**src/rtl/icache_mshr_file.sv**
```systemverilog
// Miss-status holding registers for the icache: merges same-line misses and replays one response per request.
// Latency: alloc -> ds_req_vld next cycle; ds_rsp -> up_rsp_vld next cycle; up drain 1 response/cycle.
// Backpressure: alloc_rdy drops when all entries are busy; ds_req and up_rsp selections stay locked while stalled.
module icache_mshr_file #(
    parameter int ENTRY_NUM    = 8,
    parameter int ADDR_WIDTH   = 32,
    parameter int OFFSET_WIDTH = 6,
    parameter int TXNID_WIDTH  = 5,
    parameter int WAY_NUM      = 2
) (
    input  logic                                              clk,
    input  logic                                              rst_n,
    input  logic                                              alloc_vld,
    output logic                                              alloc_rdy,
    input  logic [ADDR_WIDTH-1:0]                             alloc_addr,
    input  logic [TXNID_WIDTH-1:0]                            alloc_txnid,
    input  logic [(WAY_NUM > 1 ? $clog2(WAY_NUM) : 1)-1:0]    alloc_way,
    output logic                                              ds_req_vld,
    input  logic                                              ds_req_rdy,
    output logic [ADDR_WIDTH-1:0]                             ds_req_addr,
    output logic [$clog2(ENTRY_NUM)-1:0]                      ds_req_txnid,
    input  logic                                              ds_rsp_vld,
    input  logic [$clog2(ENTRY_NUM)-1:0]                      ds_rsp_txnid,
    output logic                                              up_rsp_vld,
    input  logic                                              up_rsp_rdy,
    output logic [TXNID_WIDTH-1:0]                            up_rsp_txnid,
    output logic [OFFSET_WIDTH-1:0]                           up_rsp_offset,
    output logic [$clog2(ENTRY_NUM)-1:0]                      up_rsp_buf_idx,
    output logic [(WAY_NUM > 1 ? $clog2(WAY_NUM) : 1)-1:0]    up_rsp_way,
    output logic                                              err_unexp_rsp
);
    localparam int IDX_W  = $clog2(ENTRY_NUM);
    localparam int WAY_W  = (WAY_NUM > 1) ? $clog2(WAY_NUM) : 1;
    localparam int LINE_W = ADDR_WIDTH - OFFSET_WIDTH;

    typedef enum logic [2:0] {S_IDLE, S_ISSUE, S_WAIT, S_MERGED, S_READY} state_e;

    state_e                   state_q [ENTRY_NUM];
    state_e                   state_d [ENTRY_NUM];
    logic [LINE_W-1:0]        line_q  [ENTRY_NUM];
    logic [LINE_W-1:0]        line_d  [ENTRY_NUM];
    logic [TXNID_WIDTH-1:0]   txn_q   [ENTRY_NUM];
    logic [TXNID_WIDTH-1:0]   txn_d   [ENTRY_NUM];
    logic [OFFSET_WIDTH-1:0]  off_q   [ENTRY_NUM];
    logic [OFFSET_WIDTH-1:0]  off_d   [ENTRY_NUM];
    logic [WAY_W-1:0]         way_q   [ENTRY_NUM];
    logic [WAY_W-1:0]         way_d   [ENTRY_NUM];
    logic [IDX_W-1:0]         prim_q  [ENTRY_NUM];
    logic [IDX_W-1:0]         prim_d  [ENTRY_NUM];
    logic [ENTRY_NUM-1:0]     hit_q   [ENTRY_NUM];
    logic [ENTRY_NUM-1:0]     hit_d   [ENTRY_NUM];

    logic             ds_lock_q, ds_lock_d, up_lock_q, up_lock_d, err_q, err_d;
    logic [IDX_W-1:0] ds_idx_q, ds_idx_d, up_idx_q, up_idx_d;

    logic             free_any, ds_any, up_any, match_vld, rsp_hit;
    logic [IDX_W-1:0] alloc_idx, match_idx, ds_idx, up_idx;
    logic [LINE_W-1:0] alloc_line;

    assign alloc_line = alloc_addr[ADDR_WIDTH-1:OFFSET_WIDTH];

    always_comb begin
        free_any  = 1'b0;
        ds_any    = 1'b0;
        up_any    = 1'b0;
        match_vld = 1'b0;
        alloc_idx = '0;
        match_idx = '0;
        ds_idx    = ds_idx_q;
        up_idx    = up_idx_q;
        // Descending scans so the lowest qualifying index wins.
        for (int i = ENTRY_NUM - 1; i >= 0; i--) begin
            if (state_q[i] == S_IDLE) begin
                free_any  = 1'b1;
                alloc_idx = IDX_W'(i);
            end
            if (state_q[i] == S_ISSUE) begin
                ds_any = 1'b1;
                if (!ds_lock_q) ds_idx = IDX_W'(i);
            end
            if (state_q[i] == S_READY && (prim_q[i] != IDX_W'(i) || hit_q[i] == '0)) begin
                up_any = 1'b1;
                if (!up_lock_q) up_idx = IDX_W'(i);
            end
        end
        // A primary already presented upstream is about to leave; a same-line miss must not merge into it.
        for (int i = ENTRY_NUM - 1; i >= 0; i--) begin
            if (state_q[i] != S_IDLE && prim_q[i] == IDX_W'(i) && line_q[i] == alloc_line &&
                !(up_any && up_idx == IDX_W'(i))) begin
                match_vld = 1'b1;
                match_idx = IDX_W'(i);
            end
        end
    end

    assign alloc_rdy  = free_any;
    assign ds_req_vld = ds_any;
    assign up_rsp_vld = up_any;
    assign rsp_hit    = ds_rsp_vld && state_q[ds_rsp_txnid] == S_WAIT;

    always_comb begin
        state_d   = state_q;
        line_d    = line_q;
        txn_d     = txn_q;
        off_d     = off_q;
        way_d     = way_q;
        prim_d    = prim_q;
        hit_d     = hit_q;
        err_d     = err_q || (ds_rsp_vld && !rsp_hit);
        ds_lock_d = ds_any && !ds_req_rdy;
        ds_idx_d  = ds_idx;
        up_lock_d = up_any && !up_rsp_rdy;
        up_idx_d  = up_idx;

        if (rsp_hit) begin
            state_d[ds_rsp_txnid] = S_READY;
            for (int j = 0; j < ENTRY_NUM; j++) begin
                if (hit_q[ds_rsp_txnid][j]) state_d[j] = S_READY;
            end
        end
        if (ds_any && ds_req_rdy) state_d[ds_idx] = S_WAIT;
        if (up_any && up_rsp_rdy) begin
            state_d[up_idx] = S_IDLE;
            if (prim_q[up_idx] != up_idx) hit_d[prim_q[up_idx]][up_idx] = 1'b0;
        end
        if (alloc_vld && free_any) begin
            line_d[alloc_idx] = alloc_line;
            txn_d[alloc_idx]  = alloc_txnid;
            off_d[alloc_idx]  = alloc_addr[OFFSET_WIDTH-1:0];
            way_d[alloc_idx]  = alloc_way;
            hit_d[alloc_idx]  = '0;
            if (match_vld) begin
                prim_d[alloc_idx] = match_idx;
                hit_d[match_idx][alloc_idx] = 1'b1;
                state_d[alloc_idx] = (state_q[match_idx] == S_READY ||
                                      (rsp_hit && ds_rsp_txnid == match_idx)) ? S_READY : S_MERGED;
            end else begin
                prim_d[alloc_idx]  = alloc_idx;
                state_d[alloc_idx] = S_ISSUE;
            end
        end
    end

    always_ff @(posedge clk or negedge rst_n) begin
        if (!rst_n) begin
            for (int i = 0; i < ENTRY_NUM; i++) begin
                state_q[i] <= S_IDLE;
                line_q[i]  <= '0;
                txn_q[i]   <= '0;
                off_q[i]   <= '0;
                way_q[i]   <= '0;
                prim_q[i]  <= '0;
                hit_q[i]   <= '0;
            end
            ds_lock_q <= 1'b0;
            ds_idx_q  <= '0;
            up_lock_q <= 1'b0;
            up_idx_q  <= '0;
            err_q     <= 1'b0;
        end else begin
            state_q   <= state_d;
            line_q    <= line_d;
            txn_q     <= txn_d;
            off_q     <= off_d;
            way_q     <= way_d;
            prim_q    <= prim_d;
            hit_q     <= hit_d;
            ds_lock_q <= ds_lock_d;
            ds_idx_q  <= ds_idx_d;
            up_lock_q <= up_lock_d;
            up_idx_q  <= up_idx_d;
            err_q     <= err_d;
        end
    end

    assign ds_req_addr    = ds_any ? {line_q[ds_idx], {OFFSET_WIDTH{1'b0}}} : '0;
    assign ds_req_txnid   = ds_any ? ds_idx : '0;
    assign up_rsp_txnid   = up_any ? txn_q[up_idx] : '0;
    assign up_rsp_offset  = up_any ? off_q[up_idx] : '0;
    assign up_rsp_buf_idx = up_any ? prim_q[up_idx] : '0;
    assign up_rsp_way     = up_any ? way_q[up_idx] : '0;
    assign err_unexp_rsp  = err_q;
endmodule

```
**config.mk**
```make
export PLATFORM = sky130hd
export DESIGN_NAME = icache_mshr_file
export DESIGN_NICKNAME = d
export VERILOG_FILES = /design/src/rtl/icache_mshr_file.sv
export SDC_FILE = /design/constraint.sdc
export NUM_CORES = 1
export LEC_CHECK = 0
export CORE_MARGIN = 2
export CORE_UTILIZATION = 50
export DETAILED_ROUTE_END_ITERATION = 10
export GPL_TIMING_DRIVEN = 0
export PLACE_DENSITY_LB_ADDON = 0.2
export REMOVE_ABC_BUFFERS = 1
export SLEW_MARGIN = 20
export SYNTH_ARGS = -nofsm -noshare
export SYNTH_HDL_FRONTEND = slang
export SYNTH_SLANG_ARGS = --single-unit
export TNS_END_PERCENT = 100
```
**constraint.sdc**
```tcl
create_clock -name clk -period 3.7 [get_ports clk]
set_input_delay 0.74 -clock clk [delete_from_list [all_inputs] [get_ports clk]]
set_output_delay 0.74 -clock clk [all_outputs]
set_load 0.005 [all_outputs]
```
==> flow_metrics.tcl <==
set metrics [dict create \
    die_w_um 226.6 \
    drt_iter0_drc 3527 \
    critPathSlowestCell "or4_4" \
    whs_ns 0.08067 \
    ant_nets 0 \
    start_util 0.5061 \
    tightestPinTransition_ns 1.039 \
    ios 101 \
    critPathMaxFanout 7 \
    power_density_nw_per_um2 1177 \
    dr.pass1.iters 8 \
    start_kind "flop" \
    synth_area_leader_cell "dfrtp_1" \
    place_congestion 0.9817 \
    finalCritPeriodShare 1.197 \
    path_cells "nor4_4, a21oi_4, buf_6, o32ai_4, a21oi_4, o21ai_4, bufinv_16, buf_12, nor4_4, a22oi_2, or3_4, xnor2_4, or4_4, a32oi_1, a21oi_1" \
    yosysMostFrequentCell "dfrtp_1" \
    yosysSeqAreaShare 0.4293 \
    drive_gt1_frac 0.4098 \
    status "finished with violations" \
    synthTopCellsByCount "dfrtp_1, nand2_1, mux2_2, nor2_1, xor2_1" \
    grt-ovfl-total 0 \
    wl_per_cell_um 30.36 \
    nets 2898 \
    clockRootBuffer "clkbuf_16" \
    crit_required_ns 4.19 \
    n_antenna_cell 0 \
    grt_max_degree 96 \
    violations "setup timing" \
    yosysWarnings 0 \
    drc 0 \
    clk_pin_slew_ns 0.07 \
    postPlaceCellArea_um2 26530 \
    clkSinkCount 425 \
    drt_wl_total_um 107900 \
    ys_types 84 \
    drv_slew 0 \
    finalWorstPathRequiredPeriod_ns 4.429 \
    vias_per_cell 6.865 \
    slowest_delay_ns 0.64 \
    hold_buffers 0 \
    rows 81 \
    vias 24390 \
    relSlewSlack 0.3020 \
    maxCapViolations 0 \
    area_growth_pct 36.30 \
    hpwlAfterDp_um 63450 \
    die_area_um2 51350 \
    coreArea_um2 48950 \
    synth-edff-count 0 \
    hold_class "in -> async" \
    grt_use_total 0.4066 \
    worst_slack_ns -0.7287 \
    fmax_mhz 225.8 \
    grt_pass1_vias 23140 \
    htreeDepth 2 \
    cts_tree "built" \
    fp.dieH_um 226.6 \
    yosys-top-cells-area "dfrtp_1, mux2_2, nand2_1" \
    insertion_delay_ns 0.64 \
    finalHoldViolCount 0 \
    cts_made_buffers 48 \
    setup_tns_ns -44.23 \
    stdcell_area_um2 33770 \
    cellLeakagePower_nw 14.53 \
    post-route-util 0.6899 \
    place.port_buffers 94 \
    rsz0062_at_grt "yes" \
    grt_antenna_before_repair 1 \
    end_kind "flop" \
    setup_viol_count_final 141 \
    ys_seq_elements 425 \
    async_reset_ff_frac 1.000 \
    critPathKind "reg -> reg" \
    cts_buffer_depth 3 \
    synth.top_cell.area_share 0.4293 \
    avgSynthCellArea_um2 9.670 \
    nFillCells 3499 \
    grt_pass1_wl_um 152300 \
    ys.flop_type "dfrtp_1" \
    finClkSkew_ns 0.04274 \
    rrSetupSlack_ns -0.73 \
    synth.cell_area_um2 24780 \
    peakVddDrop_v 0.0006327 \
    worstPathArrival_ns 4.92 \
    postSynthCellCount 2562 \
]
[critical path: cells and delay by family (launching register included)]
family / cells / cell delay [ns]
buffers and inverters: 3 / 0.51
xor gates and xnor gates: 1 / 0.21
AOI/OAI and AO/OA: 7 / 1.43
and+or+nand+nor: 4 / 1.71
DFF: 1 / 0.43
[stage by stage]
stage                     total power, mW  std cells  setup WS [ns]
after CTS                           36.20       3494        -0.5561
after global placement              22.29       3130         -17.10
after floorplan                     17.30       2372         -2.593
after detailed placement            25.15       3158         -3.343
final                               39.75       3553        -0.7287
after global routing                40.86       3553        -0.7351
[sequential cells by signal, indices dropped and copies added, names as in the netlist]
name,cells
hit_q,64
off_q,48
txn_q,40
way_q,8
ds_lock_q,1
up_idx_q,3
prim_q,24
line_q,208
up_lock_q,1
ds_idx_q,3
err_unexp_rsp,1
state_q,24
[kinds of logic (layout without fill, tap and decap cells)]
logic type,after synthesis,after routing,synth area share
xor gates and xnor gates,211,211,0.07459
muxes,324,324,0.1584
AOI/OAI and AO/OA,437,440,0.1208
other,1,6,0.0001514
buffers and inverters,220,531,0.03646
DFF,425,425,0.4293
and+or+nand+nor,944,952,0.1804
[final timing paths]
| check | startpoint | endpoint | depth (start not counted) |
|---|---|---|---|
| max | hit_q[31]$_DFF_PN0_ | state_q[7]$_DFF_PN0_ | 15 |
| max in group asynchronous | rst_n | off_q[24]$_DFFE_PN0P_ | 4 |
| min | rst_n | line_q[81]$_DFFE_PN0P_ | 1 |
| max reg2reg | hit_q[31]$_DFF_PN0_ | state_q[7]$_DFF_PN0_ | 15 |
| min in group clk | err_unexp_rsp$_DFF_PN0_ | err_unexp_rsp$_DFF_PN0_ | 1 |
| min reg2reg | err_unexp_rsp$_DFF_PN0_ | err_unexp_rsp$_DFF_PN0_ | 1 |
[per-layer routing]
metal	up-vias	part of all wire	global-route usage
met1	12140	0.39	0.5714
li1	9885	-	-
met2	1849	0.42	0.5856
met4	0	0.058	0.1768
met3	516	0.13	0.1149
met5	-	0	0
[power breakdown]
part / internal, mW / switching (mW) / total [mW]
clock network: 2.83 / 2.10 / 4.94
logic: 11.8 / 14.8 / 26.6
registers: 6.45 / 1.81 / 8.26
[area by class of cell]
type / count / area (µm²) / area share
multi-input combinational: 1933 / 15950 / 0.4725
clock buffer: 72 / 1391 / 0.04120
tap: 664 / 830.8 / 0.02460
timing repair inverter: 16 / 265.3 / 0.007855
clock inverter: 16 / 225.2 / 0.006669
inverter: 25 / 203.9 / 0.006040
sequential: 425 / 10660 / 0.3156
timing repair buffer: 402 / 4242 / 0.1256
[layout by cell type (no fill, tap or decap), drive strengths merged, types with 23 or more instances in the layout]
| cell type | count |
|---|---|
| a21o | 25 |
| a21oi | 75 |
| a31oi | 35 |
| and3 | 28 |
| buf | 356 |
| clkbuf | 73 |
| dfrtp | 425 |
| inv | 36 |
| mux2 | 274 |
| mux2i | 23 |
| mux4 | 27 |
| nand2 | 418 |
| nand3 | 66 |
| nand4 | 47 |
| nor2 | 135 |
| nor3 | 59 |
| nor4 | 89 |
| o211ai | 47 |
| o21ai | 110 |
| xnor2 | 76 |
| xor2 | 135 |
[what timing repair did]
action | CTS | global route
endpoints found under the setup margin | 228 | 222
buffers inserted | 221 | 62
gates cloned | 31 | 3
gates resized for setup | 736 | 234
pin swaps | 168 | 112
Power figures use the tool's default switching activity.
